File: config.mk
export PLATFORM = sky130hd
export DESIGN_NAME = upsample_nn_flat
export DESIGN_NICKNAME = d
export VERILOG_FILES = /design/src/rtl/cnn_pkg.sv /design/src/rtl/upsample_nn_if.sv /design/src/rtl/upsample_row_buf.sv /design/src/rtl/upsample_nn.sv /design/src/flat_wrapper.sv
export SDC_FILE = /design/constraint.sdc
export NUM_CORES = 2
export LEC_CHECK = 0
export CORE_MARGIN = 2
export CORE_UTILIZATION = 60
export DETAILED_ROUTE_END_ITERATION = 8
export GPL_TIMING_DRIVEN = 1
export PLACE_DENSITY = 0.87
export REMOVE_ABC_BUFFERS = 1
export SYNTH_ARGS = -nofsm -noshare
export SYNTH_HDL_FRONTEND = slang
export SYNTH_SLANG_ARGS = --single-unit
File: constraint.sdc
create_clock -name i_clk -period 13.1 [get_ports i_clk]
set_input_delay 2.62 -clock i_clk [delete_from_list [all_inputs] [get_ports i_clk]]
set_output_delay 2.62 -clock i_clk [all_outputs]
set_load 0.02 [all_outputs]
File: src/rtl/cnn_pkg.sv
`default_nettype none
// ============================================================================
// Module   : cnn_pkg
// Brief    : Shared feature-stream types, defaults and width helpers.
// Revision : 1.0
// ============================================================================
package cnn_pkg;

  localparam int c_DATA_WIDTH   = 16;
  localparam int c_NUM_CHANNELS = 6;

  typedef logic signed [c_DATA_WIDTH-1:0] feature_t;
  typedef feature_t [0:c_NUM_CHANNELS-1]  feature_vec_t;

  typedef enum logic {
    ST_IDLE = 1'b0,
    ST_RUN  = 1'b1
  } state_t;

  // Width that can hold the values 0..n inclusive (terminal-compare counters).
  function automatic int cnt_w(input int n);
    return (n < 1) ? 1 : $clog2(n + 1);
  endfunction

  // Address width for an n-entry storage array.
  function automatic int idx_w(input int n);
    return (n < 2) ? 1 : $clog2(n);
  endfunction

endpackage
`default_nettype wire

File: src/rtl/upsample_nn_if.sv
`default_nettype none
// ============================================================================
// Module   : upsample_nn_if
// Brief    : Frame-control, input-beat and output-beat bundle of the upsampler.
// Revision : 1.0
// ============================================================================
interface upsample_nn_if #(
  parameter int DATA_WIDTH   = cnn_pkg::c_DATA_WIDTH,
  parameter int NUM_CHANNELS = cnn_pkg::c_NUM_CHANNELS
);

  logic                                    i_start;
  logic                                    i_nd;
  logic [0:NUM_CHANNELS-1][DATA_WIDTH-1:0] i_features;
  logic                                    o_ready;
  logic [0:NUM_CHANNELS-1][DATA_WIDTH-1:0] o_features;
  logic                                    o_nd;
  logic                                    o_last;
  logic                                    o_err;

  modport master (
    output i_start, i_nd, i_features,
    input  o_ready, o_features, o_nd, o_last, o_err
  );

  modport slave (
    input  i_start, i_nd, i_features,
    output o_ready, o_features, o_nd, o_last, o_err
  );

endinterface
`default_nettype wire

File: src/rtl/upsample_row_buf.sv
`default_nettype none
// ============================================================================
// Module   : upsample_row_buf
// Brief    : Two ping-pong row banks, one write port, one registered read port.
// Revision : 1.0
// ============================================================================
module upsample_row_buf
  import cnn_pkg::*;
#(
  parameter int DATA_WIDTH     = c_DATA_WIDTH,
  parameter int NUM_CHANNELS   = c_NUM_CHANNELS,
  parameter int NUM_IN_COLUMNS = 14,
  parameter int ADDR_W         = idx_w(NUM_IN_COLUMNS)
) (
  input  wire logic                                    i_clk,
  input  wire logic                                    i_rst_n,
  input  wire logic                                    i_wr_en,
  input  wire logic                                    i_wr_sel,
  input  wire logic [ADDR_W-1:0]                       i_wr_col,
  input  wire logic [0:NUM_CHANNELS-1][DATA_WIDTH-1:0] i_wr_data,
  input  wire logic                                    i_rd_en,
  input  wire logic                                    i_rd_sel,
  input  wire logic [ADDR_W-1:0]                       i_rd_col,
  output logic      [0:NUM_CHANNELS-1][DATA_WIDTH-1:0] o_rd_data
);

  logic [0:NUM_CHANNELS-1][DATA_WIDTH-1:0] r_mem [2][NUM_IN_COLUMNS];
  logic [0:NUM_CHANNELS-1][DATA_WIDTH-1:0] r_rd_data;

  // Storage carries no reset so it can map onto plain RAM/register files.
  always_ff @(posedge i_clk) begin
    if (i_wr_en) begin
      r_mem[i_wr_sel][i_wr_col] <= i_wr_data;
    end
  end

  always_ff @(posedge i_clk or negedge i_rst_n) begin
    if (!i_rst_n) begin
      r_rd_data <= '0;
    end else if (i_rd_en) begin
      r_rd_data <= r_mem[i_rd_sel][i_rd_col];
    end
  end

  assign o_rd_data = r_rd_data;

endmodule
`default_nettype wire

File: src/rtl/upsample_nn.sv
`default_nettype none
// ============================================================================
// Module   : upsample_nn
// Brief    : Nearest-neighbour 2x upsampler, each row and column emitted twice.
// Revision : 1.0
// ============================================================================
module upsample_nn
  import cnn_pkg::*;
#(
  parameter int DATA_WIDTH     = c_DATA_WIDTH,
  parameter int NUM_CHANNELS   = c_NUM_CHANNELS,
  parameter int NUM_IN_COLUMNS = 14,
  parameter int NUM_IN_ROWS    = 14
) (
  input  wire logic    i_clk,
  input  wire logic    i_rst_n,
  upsample_nn_if.slave bus
);

  localparam int c_COL_W  = cnt_w(NUM_IN_COLUMNS);
  localparam int c_OCOL_W = cnt_w(2 * NUM_IN_COLUMNS);
  localparam int c_ROW_W  = cnt_w(NUM_IN_ROWS);
  localparam int c_ADDR_W = idx_w(NUM_IN_COLUMNS);

  localparam logic [c_COL_W-1:0]  c_LAST_COL  = c_COL_W'(NUM_IN_COLUMNS - 1);
  localparam logic [c_OCOL_W-1:0] c_LAST_OCOL = c_OCOL_W'(2 * NUM_IN_COLUMNS - 1);
  localparam logic [c_ROW_W-1:0]  c_ROWS      = c_ROW_W'(NUM_IN_ROWS);
  localparam logic [c_ROW_W-1:0]  c_LAST_ROW  = c_ROW_W'(NUM_IN_ROWS - 1);

  state_t                r_state;
  state_t                w_state_nxt;
  logic                  w_start_acc;

  logic                  r_wr_sel;
  logic [c_COL_W-1:0]    r_wr_col;
  logic [c_ROW_W-1:0]    r_in_row;
  logic                  r_rd_sel;
  logic [c_OCOL_W-1:0]   r_out_col;
  logic                  r_pass;
  logic [c_ROW_W-1:0]    r_out_row;
  logic [1:0]            r_full;

  logic                  r_nd;
  logic                  r_last;
  logic                  r_err;

  logic                  w_ready;
  logic                  w_wr_acc;
  logic                  w_drop;
  logic                  w_wr_row_end;
  logic                  w_rd_act;
  logic                  w_rd_row_end;
  logic                  w_rd_last;
  logic [c_ADDR_W-1:0]   w_wr_addr;
  logic [c_ADDR_W-1:0]   w_rd_addr;
  logic [0:NUM_CHANNELS-1][DATA_WIDTH-1:0] w_rd_data;

  // ---------------------------------------------------------------- control
  always_ff @(posedge i_clk or negedge i_rst_n) begin
    if (!i_rst_n) begin
      r_state <= ST_IDLE;
    end else begin
      r_state <= w_state_nxt;
    end
  end

  always_comb begin
    w_state_nxt = r_state;
    w_start_acc = 1'b0;
    case (r_state)
      ST_IDLE: begin
        if (bus.i_start) begin
          w_start_acc = 1'b1;
          w_state_nxt = ST_RUN;
        end
      end
      ST_RUN: begin
        if (w_rd_last) begin
          w_state_nxt = ST_IDLE;
        end
      end
      default: w_state_nxt = ST_IDLE;
    endcase
  end

  // ------------------------------------------------------ handshake decode
  assign w_ready      = (r_state == ST_RUN) && !r_full[r_wr_sel] && (r_in_row < c_ROWS);
  assign w_wr_acc     = bus.i_nd && w_ready;
  assign w_drop       = bus.i_nd && !w_ready;
  assign w_wr_row_end = w_wr_acc && (r_wr_col == c_LAST_COL);

  assign w_rd_act     = r_full[r_rd_sel];
  assign w_rd_row_end = w_rd_act && (r_out_col == c_LAST_OCOL) && r_pass;
  assign w_rd_last    = w_rd_row_end && (r_out_row == c_LAST_ROW);

  assign w_wr_addr    = c_ADDR_W'(r_wr_col);
  assign w_rd_addr    = c_ADDR_W'(r_out_col >> 1);

  // Fill and release always hit opposite banks, so both may land on one edge.
  always_ff @(posedge i_clk or negedge i_rst_n) begin
    if (!i_rst_n) begin
      r_wr_sel  <= 1'b0;
      r_wr_col  <= '0;
      r_in_row  <= '0;
      r_rd_sel  <= 1'b0;
      r_out_col <= '0;
      r_pass    <= 1'b0;
      r_out_row <= '0;
      r_full    <= 2'b00;
    end else if (w_start_acc) begin
      r_wr_sel  <= 1'b0;
      r_wr_col  <= '0;
      r_in_row  <= '0;
      r_rd_sel  <= 1'b0;
      r_out_col <= '0;
      r_pass    <= 1'b0;
      r_out_row <= '0;
      r_full    <= 2'b00;
    end else begin
      if (w_wr_acc) begin
        if (w_wr_row_end) begin
          r_wr_col         <= '0;
          r_wr_sel         <= ~r_wr_sel;
          r_in_row         <= r_in_row + c_ROW_W'(1);
          r_full[r_wr_sel] <= 1'b1;
        end else begin
          r_wr_col <= r_wr_col + c_COL_W'(1);
        end
      end
      if (w_rd_act) begin
        if (r_out_col == c_LAST_OCOL) begin
          r_out_col <= '0;
          r_pass    <= ~r_pass;
        end else begin
          r_out_col <= r_out_col + c_OCOL_W'(1);
        end
        if (w_rd_row_end) begin
          r_full[r_rd_sel] <= 1'b0;
          r_rd_sel         <= ~r_rd_sel;
          r_out_row        <= r_out_row + c_ROW_W'(1);
        end
      end
    end
  end

  // ---------------------------------------------------------- output flags
  always_ff @(posedge i_clk or negedge i_rst_n) begin
    if (!i_rst_n) begin
      r_nd   <= 1'b0;
      r_last <= 1'b0;
      r_err  <= 1'b0;
    end else begin
      r_nd   <= w_rd_act;
      r_last <= w_rd_last;
      r_err  <= (r_err && !w_start_acc) || w_drop;
    end
  end

  upsample_row_buf #(
    .DATA_WIDTH     (DATA_WIDTH),
    .NUM_CHANNELS   (NUM_CHANNELS),
    .NUM_IN_COLUMNS (NUM_IN_COLUMNS),
    .ADDR_W         (c_ADDR_W)
  ) u_row_buf (
    .i_clk     (i_clk),
    .i_rst_n   (i_rst_n),
    .i_wr_en   (w_wr_acc),
    .i_wr_sel  (r_wr_sel),
    .i_wr_col  (w_wr_addr),
    .i_wr_data (bus.i_features),
    .i_rd_en   (w_rd_act),
    .i_rd_sel  (r_rd_sel),
    .i_rd_col  (w_rd_addr),
    .o_rd_data (w_rd_data)
  );

  assign bus.o_ready    = w_ready;
  assign bus.o_features = w_rd_data;
  assign bus.o_nd       = r_nd;
  assign bus.o_last     = r_last;
  assign bus.o_err      = r_err;

endmodule
`default_nettype wire

File: src/flat_wrapper.sv
// flat-port wrapper written by rule: the top's interface ports become plain ports
module upsample_nn_flat import cnn_pkg::*;
#(
  parameter int DATA_WIDTH     = c_DATA_WIDTH,
  parameter int NUM_CHANNELS   = c_NUM_CHANNELS,
  parameter int NUM_IN_COLUMNS = 14,
  parameter int NUM_IN_ROWS    = 14
)
  (i_clk, i_rst_n, bus_i_start, bus_i_nd, bus_i_features, bus_o_ready, bus_o_features, bus_o_nd, bus_o_last, bus_o_err);
  upsample_nn_if #(.DATA_WIDTH(DATA_WIDTH), .NUM_CHANNELS(NUM_CHANNELS)) bus_i ();
  input  wire logic i_clk;
  input  wire logic i_rst_n;
  input wire logic [$bits(bus_i.i_start)-1:0] bus_i_start;
  input wire logic [$bits(bus_i.i_nd)-1:0] bus_i_nd;
  input wire logic [$bits(bus_i.i_features)-1:0] bus_i_features;
  output wire logic [$bits(bus_i.o_ready)-1:0] bus_o_ready;
  output wire logic [$bits(bus_i.o_features)-1:0] bus_o_features;
  output wire logic [$bits(bus_i.o_nd)-1:0] bus_o_nd;
  output wire logic [$bits(bus_i.o_last)-1:0] bus_o_last;
  output wire logic [$bits(bus_i.o_err)-1:0] bus_o_err;
  assign bus_i.i_start = bus_i_start;
  assign bus_i.i_nd = bus_i_nd;
  assign bus_i.i_features = bus_i_features;
  assign bus_o_ready = bus_i.o_ready;
  assign bus_o_features = bus_i.o_features;
  assign bus_o_nd = bus_i.o_nd;
  assign bus_o_last = bus_i.o_last;
  assign bus_o_err = bus_i.o_err;
  upsample_nn #(.DATA_WIDTH(DATA_WIDTH), .NUM_CHANNELS(NUM_CHANNELS), .NUM_IN_COLUMNS(NUM_IN_COLUMNS), .NUM_IN_ROWS(NUM_IN_ROWS)) u_core (.i_clk(i_clk), .i_rst_n(i_rst_n), .bus(bus_i));
endmodule
==> results.md <==
- Outcome: finished, final reports clean
- Setup Skew: 72.6 ps
- Clock latency on the worst-skew pair: 930 ps
- Top achievable clock speed: 160 MHz
- Post-Route WL: 284,000 um
- Type of element capturing the critical path: register
- Final Cell Area: 0.120 mm2
- Setup crit start kind: primary input
- Leakage: 39.2 nW
- Antenna violations before repair: 6
- Worst ir drop on vdd: 0.000175 V
- Number of max-cap violations: 0
- Synth unique cells: 49
- Path category of the worst min-delay check: reg2reg
- Final critical-path required period: 6240 ps
- Most common flop cell mapped by yosys: sky130_fd_sc_hd__edfxtp_1
- End point of the worst hold path: u_core.r_in_row[3]
- CTS root buf: sky130_fd_sc_hd__clkbuf_16
- Leading area contributor after synthesis: sky130_fd_sc_hd__edfxtp_1
- Clock transition at the registers of the reported paths: 70 ps
- CP Data Required Time: 13,600 ps
- Total number of clock tree sinks: 2,810
- Final weighted congestion in routability-driven placement: 0.817
- WL per Instance: 35.2 um
- Y dimension of the die: 427 um
- PwrDens: 199 mW/mm2
- Count of buffers inserted at the top-level ports: 199
- Synthesized flop and latch total: 2,810
- Starting density of the core: 0.603
- Mapped Area: 0.107 mm2
- Final worst path period share: 0.476
- Post-route total power: 23.9 mW
- Fill cells: 10.1k
- H-tree Lvls: 5
- Sequential cell fraction of total power: 0.460
- GRT Overall Usage: 0.312
- Pin count of the biggest net entering global routing: 155
- Core area: 0.178 mm2
- Unrepaired setup endpoints after global routing: false
- Fraction of synthesized cell area taken by the top area cell type: 0.752
- Avg Synthesized Cell Area: 20.6 um2
- DP Worst Slack: 6130 ps
- DRC violation count after routing: 0
- Worst relative slew slack: 0.0469
- Share of flip-flops with an asynchronous set or reset after synthesis: 0.0434
- Data arrival, critical path: 6740 ps
- Yosys warning count: 0
- Total overflow reported by the global router: 0
- Switching power: 7.08 mW
- Final count of negative-setup-slack endpoints: 0
- Length of the first detailed-routing pass in iterations: 8
- Crit Reg-Reg Startpoint: u_core.r_out_col[1]
- Top cells by area in the synthesized netlist: sky130_fd_sc_hd__edfxtp_1, sky130_fd_sc_hd__mux4_2, sky130_fd_sc_hd__mux2i_1, sky130_fd_sc_hd__dfrtp_1, sky130_fd_sc_hd__a22oi_1
- DIE WIDTH: 427 um
- Dpl hpwl: 142,000 um
- Floorplan die area: 0.182 mm2
- CTS buffer count: 277
- Internal Pwr Total: 16.9 mW
- Via count of the routed design: 57.9k
- Actual slew at the worst max-slew pin: 1430 ps
- Net total in the final layout: 5,604
- Register-to-register path setup slack: 7920 ps
- Share of final-layout standard cells stronger than drive strength 1: 0.168
- Net Sw Frac: 0.296
- Min-Delay Startpoint: u_core.r_in_row[3]
- Number of buffers added for setup after CTS: 0
- Number of max-slew violations in the final report: 0
- Share of total power in the clock network: 0.322
- Post-CTS Resized: 0
- Via-to-Cell Ratio: 7.19
- Sequential fraction of the synthesis area: 0.780
- Worst reg-to-reg path cell count: 7
- Number of DRC violations after detailed-routing iteration 0: 9,130
- Number of buffers inserted for hold repair after clock tree synthesis: 0
- Number of rows in the core area: 155
- First-pass GRT wire length: 410,000 um
- Combinational cell fraction of total power: 0.219
- I/O pin count: 200
- Antenna-violating nets left: 0
- Gate count after technology mapping: 5,214
- Hold Path Stages: 1
- Count of final hold-check violations: 0
- End of the worst register-to-register path: u_core.u_row_buf.o_rd_data[87]
- Number of enable flip-flop cells after synthesis: 2,688
- Highest fanout seen on the critical path: 36
- Start-to-end type of the worst setup path: in2reg
- Post-DP Area: 0.112 mm2
- Number of buffers on the longest clock path: 4
- Post-layout worst setup margin: 6860 ps
- Via count of the first global-routing pass: 60.0k
- Setup TNS Final: 0 ps
- Area added between synthesis and finish: 12.2%
- TritonCTS clock tree: done
==> cell families after synthesis <==
logic type / count (synthesis) / share of synthesized area
DFF: 2810 / 0.780
muxes: 1065 / 0.140
AOI/OAI and AO/OA: 689 / 0.0481
buffers and inverters: 321 / 0.0154
and+or+nand+nor: 316 / 0.0146
adders and majority gates: 8 / 0.000932
xor gates and xnor gates: 5 / 0.000408
==> final cells by class <==
| cell class | count | area, um2 | share of cell area |
|---|---|---|---|
| flip-flops and latches | 2810 | 83800 | 0.695 |
| well taps | 2355 | 2950 | 0.0245 |
| clock buffers | 369 | 7570 | 0.0628 |
| inverters | 11 | 46.3 | 0.000384 |
| clock inverters | 106 | 941 | 0.00781 |
| repair buffers | 313 | 2930 | 0.0244 |
| diodes | 6 | 15.0 | 0.000125 |
| multi-input cells | 2083 | 22300 | 0.185 |
==> power by group through the flow <==
| stage | Sequential [mW] | Clock (mW) | Combinational (mW) |
|---|---|---|---|
| after CTS | 11.0 | 7.72 | 5.16 |
| final | 11.0 | 7.70 | 5.24 |
| after global routing | 11.0 | 8.03 | 5.42 |
| after floorplan | 11.6 | 0 | 4.49 |
| after global placement | 11.1 | 0 | 4.81 |
| after detailed placement | 11.1 | 0 | 4.98 |
==> Yosys cell counts, types with 5 or more instances <==
master	count
sky130_fd_sc_hd__nor4_1	25
sky130_fd_sc_hd__a22oi_1	305
sky130_fd_sc_hd__a2111oi_1	15
sky130_fd_sc_hd__ha_1	8
sky130_fd_sc_hd__o22ai_1	90
sky130_fd_sc_hd__nand4_1	5
sky130_fd_sc_hd__buf_2	100
sky130_fd_sc_hd__a2111oi_2	27
sky130_fd_sc_hd__a31oi_1	103
sky130_fd_sc_hd__mux4_2	348
sky130_fd_sc_hd__edfxtp_1	2688
sky130_fd_sc_hd__o32ai_1	25
sky130_fd_sc_hd__mux2_2	45
sky130_fd_sc_hd__a21o_1	51
sky130_fd_sc_hd__buf_4	35
sky130_fd_sc_hd__mux2i_1	672
sky130_fd_sc_hd__clkbuf_1	138
sky130_fd_sc_hd__nand3_1	61
sky130_fd_sc_hd__nor2b_1	11
sky130_fd_sc_hd__o21ai_0	8
sky130_fd_sc_hd__nor2_1	121
sky130_fd_sc_hd__dfrtp_1	122
sky130_fd_sc_hd__a21oi_1	12
sky130_fd_sc_hd__nand2_1	23
sky130_fd_sc_hd__buf_1	14
sky130_fd_sc_hd__a211oi_1	46
sky130_fd_sc_hd__and2_1	48
sky130_fd_sc_hd__inv_1	10
sky130_fd_sc_hd__buf_6	20
==> sequential cells by signal, indices dropped and copies added, names as in the netlist <==
name / flops
u_core.bus.o_err: 1
u_core.bus.o_last: 1
u_core.bus.o_nd: 1
u_core.r_full: 2
u_core.r_in_row: 4
u_core.r_out_col: 5
u_core.r_out_row: 4
u_core.r_pass: 1
u_core.r_rd_sel: 1
u_core.r_state: 1
u_core.r_wr_col: 4
u_core.r_wr_sel: 1
u_core.u_row_buf.o_rd_data: 96
u_core.u_row_buf.r_mem: 2688
==> stage by stage <==
step,util,hold slack (ps),instances
5_1_grt,0.677,501,8051
3_5_place_dp,0.629,481,7571
4_1_cts,0.677,495,8046
6_report,0.677,495,8053
2_1_floorplan,-,465,4904
3_3_place_gp,0.629,486,7571
==> layout by cell type, fill, tap and decap left out, types with 61 or more instances in the layout <==
cell type,Yosys,final
sky130_fd_sc_hd__a22oi_1,305,305
sky130_fd_sc_hd__a31oi_1,103,103
sky130_fd_sc_hd__buf_4,35,106
sky130_fd_sc_hd__clkbuf_1,138,72
sky130_fd_sc_hd__clkbuf_16,0,285
sky130_fd_sc_hd__clkdlybuf4s50_1,0,198
sky130_fd_sc_hd__dfrtp_1,122,118
sky130_fd_sc_hd__edfxtp_1,2688,2688
sky130_fd_sc_hd__mux2i_1,672,671
sky130_fd_sc_hd__mux4_2,348,348
sky130_fd_sc_hd__nand3_1,61,61
sky130_fd_sc_hd__nor2_1,121,90
sky130_fd_sc_hd__o22ai_1,90,90
==> worst max path at each step <==
stage,slack [ps],to,from,cells after the start
after detailed placement,6130,u_core.u_row_buf.r_mem[0][686],bus_i_nd,6
after global routing,6830,u_core.u_row_buf.r_mem[1][782],bus_i_nd,6
after CTS,6970,u_core.u_row_buf.r_mem[0][721],bus_i_nd,6
after global placement,6220,u_core.u_row_buf.r_mem[0][902],bus_i_nd,6
after floorplan,-22760,u_core.u_row_buf.o_rd_data[0],u_core.r_rd_sel,4
final,6860,u_core.u_row_buf.r_mem[1][782],bus_i_nd,6
==> worst max-delay path, stage by stage <==
cell,delay [ps]
sky130_fd_sc_hd__clkdlybuf4s50_1,640
sky130_fd_sc_hd__and4_1,450
sky130_fd_sc_hd__nand2_1,440
sky130_fd_sc_hd__nor2_4,1150
sky130_fd_sc_hd__buf_4,710
sky130_fd_sc_hd__buf_4,640
==> per-layer routing <==
metal  track usage  vias up  wire [um]
li1              -    22249          -
met1         0.383    29559      92600
met2         0.514     5044     142000
met3        0.0681     1062      31000
met4         0.183        2      18200
met5             0        -          8
No activity file was read; power rests on OpenSTA's default activity.
